## src/rtl/lfsr_seq_ctrl_if.sv

```systemverilog
// lfsr_seq_ctrl_if
//   Configuration write port of the LFSR sequencer. A write is accepted on
//   the rising clk edge where cfg_valid and cfg_ready are both high.
//   cfg_valid  master->slave  write request (held until accepted)
//   cfg_ready  slave->master  controller can take a write this cycle
//   cfg_addr   master->slave  0=SEED 1=TAPS 2=DIV 3=CTRL
//   cfg_wdata  master->slave  write data, W bits
interface lfsr_seq_ctrl_if #(
  parameter int W = 32
);
  logic         cfg_valid;
  logic         cfg_ready;
  logic [1:0]   cfg_addr;
  logic [W-1:0] cfg_wdata;

  modport master (output cfg_valid, output cfg_addr, output cfg_wdata, input cfg_ready);
  modport slave  (input cfg_valid, input cfg_addr, input cfg_wdata, output cfg_ready);
endinterface

```

## src/rtl/lfsr_seq_ctrl.sv

```systemverilog
// lfsr_seq_ctrl
//   Sequencer/configurator for a W-bit tapped Fibonacci LFSR. Holds seed, tap
//   mask, step divider and external-input injection control; loads, runs,
//   pauses and reseeds the shift register automatically on all-zero lockup.
// Ports
//   clk       in   system clock
//   rst_n     in   asynchronous active-low reset
//   cfg       if   configuration write port (slave side)
//   i_ext_in  in   8 asynchronous pin inputs, synchronised with two flops
//   o_data    out  shifter[7:0], registered
//   o_step    out  one-clk pulse for each cycle the shifter advanced
//   o_lockup  out  one-clk pulse while the reseed after a zero state runs
//   o_state   out  FSM state (0=IDLE 1=LOAD 2=RUN 3=RESEED)
//
// state  | meaning
// IDLE   | paused / stopped, shifter holds, waits for CTRL.RUN
// LOAD   | one clk: shifter <= seed, prescaler <= div
// RUN    | shifter advances on every prescaler terminal count
// RESEED | one clk after a zero result with injection off: shifter <= seed
module lfsr_seq_ctrl #(
  parameter int           W        = 32,
  parameter logic [W-1:0] INI      = 32'h0000_00AB,
  parameter logic [W-1:0] DEF_TAPS = 32'hA300_0000,
  parameter logic [W-1:0] DEF_DIV  = 32'd0
) (
  input  logic                 clk,
  input  logic                 rst_n,
  lfsr_seq_ctrl_if.slave       cfg,
  input  logic [7:0]           i_ext_in,
  output logic [7:0]           o_data,
  output logic                 o_step,
  output logic                 o_lockup,
  output logic [1:0]           o_state
);

  typedef enum logic [1:0] {
    ST_IDLE   = 2'd0,
    ST_LOAD   = 2'd1,
    ST_RUN    = 2'd2,
    ST_RESEED = 2'd3
  } state_t;

  localparam logic [W-1:0] ONE = 1;

  state_t       r_state;
  state_t       w_state_nxt;
  logic [W-1:0] r_shifter;
  logic [W-1:0] r_seed;
  logic [W-1:0] r_taps;
  logic [W-1:0] r_div;
  logic [W-1:0] r_cnt;
  logic         r_run;
  logic         r_inj_en;
  logic [7:0]   r_inj_mask;
  logic [7:0]   r_sync1;
  logic [7:0]   r_sync2;
  logic         r_need_load;
  logic [7:0]   r_data;
  logic         r_step;
  logic         r_lockup;

  logic         w_wr;
  logic         w_wr_seed;
  logic         w_wr_taps;
  logic         w_wr_div;
  logic         w_wr_ctrl;
  logic         w_fb;
  logic [W-1:0] w_shift_val;
  logic [W-1:0] w_shifter_nxt;
  logic         w_step;
  logic         w_reload;
  logic         w_cnt_load;
  logic         w_cnt_dec;

  // Writes stall only during the single-cycle LOAD/RESEED states.
  assign cfg.cfg_ready = (r_state == ST_IDLE) || (r_state == ST_RUN);

  assign w_wr      = cfg.cfg_valid & cfg.cfg_ready;
  assign w_wr_seed = w_wr & (cfg.cfg_addr == 2'd0);
  assign w_wr_taps = w_wr & (cfg.cfg_addr == 2'd1);
  assign w_wr_div  = w_wr & (cfg.cfg_addr == 2'd2);
  assign w_wr_ctrl = w_wr & (cfg.cfg_addr == 2'd3);

  // Feedback uses the registered taps/mask, so a write on a step edge only
  // affects the following steps.
  assign w_fb        = (^(r_shifter & r_taps)) ^ (r_inj_en & (^(r_inj_mask & r_sync2)));
  assign w_shift_val = {r_shifter[W-2:0], w_fb};

  always_comb begin
    w_state_nxt = r_state;
    w_step      = 1'b0;
    w_reload    = 1'b0;
    w_cnt_load  = 1'b0;
    w_cnt_dec   = 1'b0;
    case (r_state)
      ST_IDLE: begin
        // Resume continues from the held value unless a new seed is pending.
        if (r_run) begin
          if (r_need_load) begin
            w_state_nxt = ST_LOAD;
          end else begin
            w_state_nxt = ST_RUN;
            w_cnt_load  = 1'b1;
          end
        end
      end
      ST_LOAD: begin
        w_reload    = 1'b1;
        w_cnt_load  = 1'b1;
        w_state_nxt = ST_RUN;
      end
      ST_RUN: begin
        if (!r_run) begin
          w_state_nxt = ST_IDLE;
        end else begin
          if (r_cnt == '0) begin
            w_step     = 1'b1;
            w_cnt_load = 1'b1;
          end else begin
            w_cnt_dec = 1'b1;
          end
          if (w_wr_seed) begin
            w_state_nxt = ST_LOAD;
          end else if (w_step && (w_shift_val == '0) && !r_inj_en) begin
            w_state_nxt = ST_RESEED;
          end
        end
      end
      ST_RESEED: begin
        w_reload    = 1'b1;
        w_cnt_load  = 1'b1;
        w_state_nxt = r_run ? ST_RUN : ST_IDLE;
      end
      default: w_state_nxt = ST_IDLE;
    endcase
  end

  assign w_shifter_nxt = w_reload ? r_seed : (w_step ? w_shift_val : r_shifter);

  always_ff @(posedge clk or negedge rst_n) begin
    if (!rst_n) begin
      r_state     <= ST_IDLE;
      r_shifter   <= INI;
      r_seed      <= INI;
      r_taps      <= DEF_TAPS;
      r_div       <= DEF_DIV;
      r_cnt       <= DEF_DIV;
      r_run       <= 1'b0;
      r_inj_en    <= 1'b0;
      r_inj_mask  <= 8'h00;
      r_sync1     <= 8'hFF;
      r_sync2     <= 8'hFF;
      r_need_load <= 1'b1;
      r_data      <= INI[7:0];
      r_step      <= 1'b0;
      r_lockup    <= 1'b0;
    end else begin
      r_state   <= w_state_nxt;
      r_sync1   <= i_ext_in;
      r_sync2   <= r_sync1;
      r_shifter <= w_shifter_nxt;
      r_data    <= w_shifter_nxt[7:0];
      r_step    <= w_step;
      r_lockup  <= (w_state_nxt == ST_RESEED);

      if (w_wr_seed) r_seed <= (cfg.cfg_wdata == '0) ? INI : cfg.cfg_wdata;
      if (w_wr_taps) r_taps <= cfg.cfg_wdata;
      if (w_wr_div)  r_div  <= cfg.cfg_wdata;
      if (w_wr_ctrl) begin
        r_run      <= cfg.cfg_wdata[0];
        r_inj_en   <= cfg.cfg_wdata[1];
        r_inj_mask <= cfg.cfg_wdata[15:8];
      end

      // A DIV write restarts the spacing from the new value immediately.
      if (w_wr_div)        r_cnt <= cfg.cfg_wdata;
      else if (w_cnt_load) r_cnt <= r_div;
      else if (w_cnt_dec)  r_cnt <= r_cnt - ONE;

      // Reset leaves this set so the first run after reset always loads.
      if (r_state == ST_LOAD) r_need_load <= 1'b0;
      else if (w_wr_seed)     r_need_load <= 1'b1;
    end
  end

  assign o_data   = r_data;
  assign o_step   = r_step;
  assign o_lockup = r_lockup;
  assign o_state  = r_state;

endmodule

```

## src/flat_wrapper.sv

```systemverilog
// flat-port wrapper written by rule: the top's interface ports become plain ports
module lfsr_seq_ctrl_flat 
#(
  parameter int           W        = 32,
  parameter logic [W-1:0] INI      = 32'h0000_00AB,
  parameter logic [W-1:0] DEF_TAPS = 32'hA300_0000,
  parameter logic [W-1:0] DEF_DIV  = 32'd0
)
  (clk, rst_n, i_ext_in, o_data, o_step, o_lockup, o_state, cfg_cfg_valid, cfg_cfg_addr, cfg_cfg_wdata, cfg_cfg_ready);
  lfsr_seq_ctrl_if #(.W(W)) cfg_i ();
  input  logic clk;
  input  logic rst_n;
  input  logic [7:0] i_ext_in;
  output logic [7:0] o_data;
  output logic o_step;
  output logic o_lockup;
  output logic [1:0] o_state;
  input wire logic [$bits(cfg_i.cfg_valid)-1:0] cfg_cfg_valid;
  input wire logic [$bits(cfg_i.cfg_addr)-1:0] cfg_cfg_addr;
  input wire logic [$bits(cfg_i.cfg_wdata)-1:0] cfg_cfg_wdata;
  output wire logic [$bits(cfg_i.cfg_ready)-1:0] cfg_cfg_ready;
  assign cfg_i.cfg_valid = cfg_cfg_valid;
  assign cfg_i.cfg_addr = cfg_cfg_addr;
  assign cfg_i.cfg_wdata = cfg_cfg_wdata;
  assign cfg_cfg_ready = cfg_i.cfg_ready;
  lfsr_seq_ctrl #(.W(W), .INI(INI), .DEF_TAPS(DEF_TAPS), .DEF_DIV(DEF_DIV)) u_core (.clk(clk), .rst_n(rst_n), .cfg(cfg_i), .i_ext_in(i_ext_in), .o_data(o_data), .o_step(o_step), .o_lockup(o_lockup), .o_state(o_state));
endmodule
```

## config.mk

```make
export PLATFORM = sky130hd
export DESIGN_NAME = lfsr_seq_ctrl_flat
export DESIGN_NICKNAME = d
export VERILOG_FILES = /design/src/rtl/lfsr_seq_ctrl_if.sv /design/src/rtl/lfsr_seq_ctrl.sv /design/src/flat_wrapper.sv
export SDC_FILE = /design/constraint.sdc
export NUM_CORES = 1
export LEC_CHECK = 0
export ABC_AREA = 1
export CAP_MARGIN = 20
export CORE_MARGIN = 2
export CORE_UTILIZATION = 50
export CTS_CLUSTER_SIZE = 12
export DETAILED_ROUTE_END_ITERATION = 10
export GPL_TIMING_DRIVEN = 0
export PLACE_DENSITY = 0.77
export SKIP_CTS_REPAIR_TIMING = 1
export SLEW_MARGIN = 20
export SYNTH_ARGS = -nofsm -noshare
export SYNTH_HDL_FRONTEND = slang
export SYNTH_SLANG_ARGS = --single-unit
```

## constraint.sdc

```tcl
create_clock -name clk -period 4 [get_ports clk]
set_input_delay 1 -clock clk [delete_from_list [all_inputs] [get_ports clk]]
set_output_delay 1 -clock clk [all_outputs]
set_load 0.01 [all_outputs]
```

; Word level (Yosys, flattened, before mapping)
; Index checks and enable logic that the tools add are counted.
[totals]
regBits = 191
latch_bits = 0
mem_bits_rw = 0
romBits = 0
inputBits = 45
out_inout_bits = 13
elab_cells = 75
memories = 0
[classes]
add_sub_neg = 1
n_mul = 0
n_div = 0
magnitude_cmp = 0
n_eq_ne = 7
n_shift = 0
muxes = 28
n_bitwise = 9
n_reduce_logical = 15
[ops]
columns = cell, n
row1 = two-way mux 32 bit, 6
row2 = zero test 32 bit, 3
row3 = bitwise AND 32 bit, 1
row4 = parity 32 bit, 1
row5 = "subtractor 32 x 1 -> 32 bit, second input constant", 1
row6 = two-way mux 1 bit, 14
row7 = two-way mux 2 bit, 6
row8 = "== test 2 bit, second input constant", 5
row9 = bitwise AND 8 bit, 1
row10 = one-hot mux 2 bit (4 select lines), 1
row11 = parity 8 bit, 1
row12 = bitwise AND 1 bit, 6
row13 = "== test 2 x 1 -> 1 bit, second input constant", 2
row14 = zero test 2 bit, 2
row15 = nonzero test 2 bit, 2
row16 = one-hot mux 1 bit (3 select lines), 1
row17 = nonzero test 3 bit, 1
row18 = logical AND 1 bit, 2
row19 = OR reduction 2 bit, 1
row20 = zero test 1 bit, 1
row21 = logical OR 1 bit, 1
row22 = bitwise XOR 1 bit, 1

; Depth between registers and ports, before layout
[logic_depth]
ltp_word = 12
depth_mapped = 18
depth_no_buf = 18

; Worst setup path before layout
; OpenSTA, ideal clock, no wires.
[synth_path]
kind = register to register
startpoint = register u_core.r_cnt[0]
endpoint = register u_core.r_cnt[17]
setup_time_ps = 130
t_arrival_ps = 2072
t_required_ps = 3870
slack_ps = 1797
path_stages_with_launch = 19
n_path_buf = 1
synth_period_minus_slack_ps = 2203
path_cell_list = dfrtp_1 inv_1 ha_1 inv_1 nor2_4 nand2_2 nor2_4 nand3_2 inv_2 nand3_4 nor2_4 nor2_2 nand2_4 inv_4 nand3_4 inv_4 buf_4 nand2_1 nand3_1
[synth_via]
elab_chain_len = 6
elab_cells_between_ends = 12
classes_between = add/sub: 1 / mux: 9 / reduce/logical: 2
[synth_lines]
columns = item, line_no
row1 = "start, declared", lfsr_seq_ctrl.sv:51  ; logic [W-1:0] r_cnt;
row2 = "start signal, assigned", lfsr_seq_ctrl.sv:176  ; if (w_wr_div) r_cnt <= cfg.cfg_wdata;
row3 = "start signal, assigned", lfsr_seq_ctrl.sv:177  ; else if (w_cnt_load) r_cnt <= r_div;
row4 = "start signal, assigned", lfsr_seq_ctrl.sv:178  ; else if (w_cnt_dec) r_cnt <= r_cnt - ONE;
row5 = "parallel branches: the longest is 6 deep, another holds subtractor 32 x 1 -> 32 bit", --
; Several ways; the timed one is not identified. The select of a mux whose other input is x is not followed.
; A chain may end at the register's enable or synchronous reset.

; Final worst setup path
[layout_path]
startpoint = input port cfg_cfg_valid
endpoint = register u_core.r_seed[28]
[layout_via]
elab_chain_len = 2
[layout_lines]
columns = item, line_no
row1 = "start, declared", flat_wrapper.sv:18  ; input wire logic [$bits(cfg_i.cfg_valid)-1:0] cfg_cfg_valid;
row2 = bitwise AND 1 bit, lfsr_seq_ctrl.sv:78  ; assign w_wr = cfg.cfg_valid & cfg.cfg_ready;
row3 = bitwise AND 1 bit, lfsr_seq_ctrl.sv:79  ; assign w_wr_seed = w_wr & (cfg.cfg_addr == 2'd0);
row4 = "end signal, assigned", lfsr_seq_ctrl.sv:166  ; if (w_wr_seed) r_seed <= (cfg.cfg_wdata == '0) ? INI : cfg.cfg_wdata;
row5 = "end, declared", lfsr_seq_ctrl.sv:48  ; logic [W-1:0] r_seed;
; No other way between the ends.

==> results.cfg <==
[timing]
fin_ws_ns = 1.11
slew_headroom = 0.473
skew_ns = 0.00872
finalCritPeriodShare = 0.722
fmax_ghz = 0.346
final.setup.tns_ns = 0
setup_viol = 0
tightest_slew_ns = 0.784
finalCriticalPeriod_ns = 2.89
slew_viol_final = 0
grt_setup_unrepaired = false
final_hold_viol_count = 0

[pwr]
swShare = 0.395
peakVddDrop_mv = 0.377
intPower_uw = 4820
clkPwrFrac = 0.220
power.share.combinational = 0.381
powerDensity_nw_per_um2 = 728
power.switching_uw = 3150
p_leak_uw = 0.00535
power.share.sequential = 0.399

[synth]
synth-edff-count = 0
synth_common_cells = nand2_1 (425), dfrtp_1 (160), inv_1 (123)
synth-async-reset-ratio = 1.00
syn_inst = 1192
ys.flop_type = dfrtp_1
synth_area_leaders = dfrtp_1 (42%), nand2_1 (17%), dfstp_2 (8.6%)
avgSynthCellArea_sq_um = 7.91
syn-num-nets = 1238
synth_top_area_cell = dfrtp_1
yosysWarnings = 0
seq_area_frac_synth = 0.511
yosysMostFrequentCell = nand2_1
synth_top_area_share = 0.425
syn_area_sq_um = 9430
ys_ff_latch = 191
yosysUniqueCellTypes = 37

[setup_path]
path_class = primary input to flip-flop
cp.arrival_ns = 3.19
endpoint_kind = flip-flop
crit_family = buffers and inverters
worstSetupStartpointType = primary input
slowest_stage = nor3_1
cpMostUsedCell = nand2_1
critPathMaxFanout = 10
path_buf_inv = 3
slowest_delay_ns = 0.62
cp_cell_sequence = clkdlybuf4s50_1 > nand2_1 > nor3_1 > clkinv_1 > clkbuf_1 > nand2_1 > o21ai_0
crit_required_ns = 4.30

[route]
first_iter_violations = 929
wl_per_cell_um = 15.9
vias = 8111
drt-total-wl_um = 24100
first_pass_iters = 5
drc_errors = 0
detail-route-antenna-nets = 0
vias_per_cell = 5.35

[cts]
root_buffer = clkbuf_16
clock_path_buffers = 2
cts_tree = yes
cts_buffers = 17
clock_sinks = 191
clk_latency_ns = 0.44
htreeDepth = 4
clkTransAtPathRegs_ns = 0.07

[global_route]
grt_first_pass_wirelength_um = 39200
overflow = 0
grt_max_degree = 97
grt_pass1_vias = 7724
grt.total_usage = 0.252
antenna_found_initial = 0

[die]
num_io_pins = 58
die-height_um = 141
die_w_um = 141
core_area_sq_um = 18600
start_util = 0.508
rows = 50
dieArea_sq_um = 20000

[run]
drv_cap = 0

[placement]
place_ws_ns = 0.705
portBuffers = 57
gp_congestion = 0.900
dp_hpwl_um = 17700

[run_status]
status = complete, no violations

[final_layout]
multi_input_comb_area_sq_um = 3880
areaGrowthSynthToFinish_pct = 16.0
diodes = 0
nets = 1315
seqCellArea_sq_um = 4820
fillCellCount = 1637
layout-drive-gt1-share = 0.0811

[worst_hold_path]
min_path_type = flip-flop to flip-flop
-- area by class of cell --
cell class                 instances  area share
timing repair buffer              58      0.0551
sequential                       191       0.441
clock inverter                    10      0.0114
clock buffer                      22      0.0444
inverter                         128      0.0444
tap                              234      0.0268
multi-input combinational        823       0.355
buffer                            50      0.0225
-- cell families (layout without fill, tap and decap cells) --
| kind of cell | after synthesis | after routing | share of synthesized area |
|---|---|---|---|
| and+or+nand+nor | 608 | 608 | 0.267 |
| DFF | 191 | 191 | 0.511 |
| buffers and inverters | 178 | 268 | 0.0776 |
| AOI/OAI and AO/OA | 177 | 177 | 0.109 |
| xor gates and xnor gates | 36 | 36 | 0.0334 |
| adders and majority gates | 1 | 1 | 0.00133 |
| muxes | 1 | 1 | 0.00119 |
-- through the flow --
| step | total power [uW] | hold WS, ns | cells | util | area, sq um |
|---|---|---|---|---|---|
| CTS | 7960 | 0.351 | 1516 | 0.589 | 10900 |
| global placement | 6080 | 0.346 | 1483 | 0.554 | 10300 |
| floorplan | 5270 | 0.345 | 1192 | - | 9430 |
| global route | 8550 | 0.350 | 1516 | 0.589 | 10900 |
| detailed placement | 6190 | 0.349 | 1484 | 0.556 | 10300 |
| finish | 7960 | 0.351 | 1516 | 0.589 | 10900 |
-- placed cells by master, fill, tap and decap left out, types with 10 or more instances in the layout --
cell type,netlist,routed
a21oi_1,21,21
buf_2,11,11
buf_4,12,12
clkbuf_1,25,27
clkbuf_16,0,18
clkdlybuf4s50_1,0,56
dfrtp_1,160,160
dfstp_2,31,31
inv_1,123,123
nand2_1,425,425
nand3_1,48,48
nand4_1,16,16
nor2_1,88,88
nor4_1,10,10
o21ai_0,108,108
o221ai_1,28,28
xnor2_1,24,24
xor2_1,12,12
-- flip-flops by register name (all words and copies together), names as in the netlist --
register / count
u_core.o_lockup: 1
u_core.o_state: 2
u_core.o_step: 1
u_core.r_cnt: 32
u_core.r_div: 32
u_core.r_inj_en: 1
u_core.r_inj_mask: 8
u_core.r_need_load: 1
u_core.r_run: 1
u_core.r_seed: 32
u_core.r_shifter: 32
u_core.r_sync1: 8
u_core.r_sync2: 8
u_core.r_taps: 32
-- layer usage --
layer,vias up,GRT usage,part of all wire
met1,3870,0.334,0.43
met5,-,0,0
met2,232,0.425,0.49
met4,0,0.107,0.031
li1,3967,-,-
met3,42,0.0300,0.046
-- path summary, 6_finish.rpt --
| kind | slack (ns) | cells after the start | end | from |
|---|---|---|---|---|
| worst min register to register | 0.35 | 0 | u_core.r_sync2[2]$_DFF_PN1_ | u_core.r_sync1[2]$_DFF_PN1_ |
| max in group asynchronous | 2.52 | 2 | u_core.r_taps[31]$_DFFE_PN1P_ | rst_n |
| worst max-delay path | 1.11 | 7 | u_core.r_seed[28]$_DFFE_PN0P_ | cfg_cfg_valid |
| worst min-delay path | 0.35 | 0 | u_core.r_sync2[2]$_DFF_PN1_ | u_core.r_sync1[2]$_DFF_PN1_ |
| min in group asynchronous | 0.55 | 1 | u_core.r_cnt[26]$_DFFE_PN0P_ | rst_n |
| worst max register to register | 1.26 | 17 | u_core.r_cnt[26]$_DFFE_PN0P_ | u_core.r_cnt[0]$_DFFE_PN0P_ |
-- power by group through the flow --
stage	sequential (uW)	clock [uW]	combinational, uW
after floorplan	3040	0	2230
after global placement	3170	0	2910
after detailed placement	3180	0	3010
after CTS	3160	1760	3040
after global routing	3250	1840	3460
final	3180	1750	3040
Note: power is estimated with default switching activity, not from simulation.
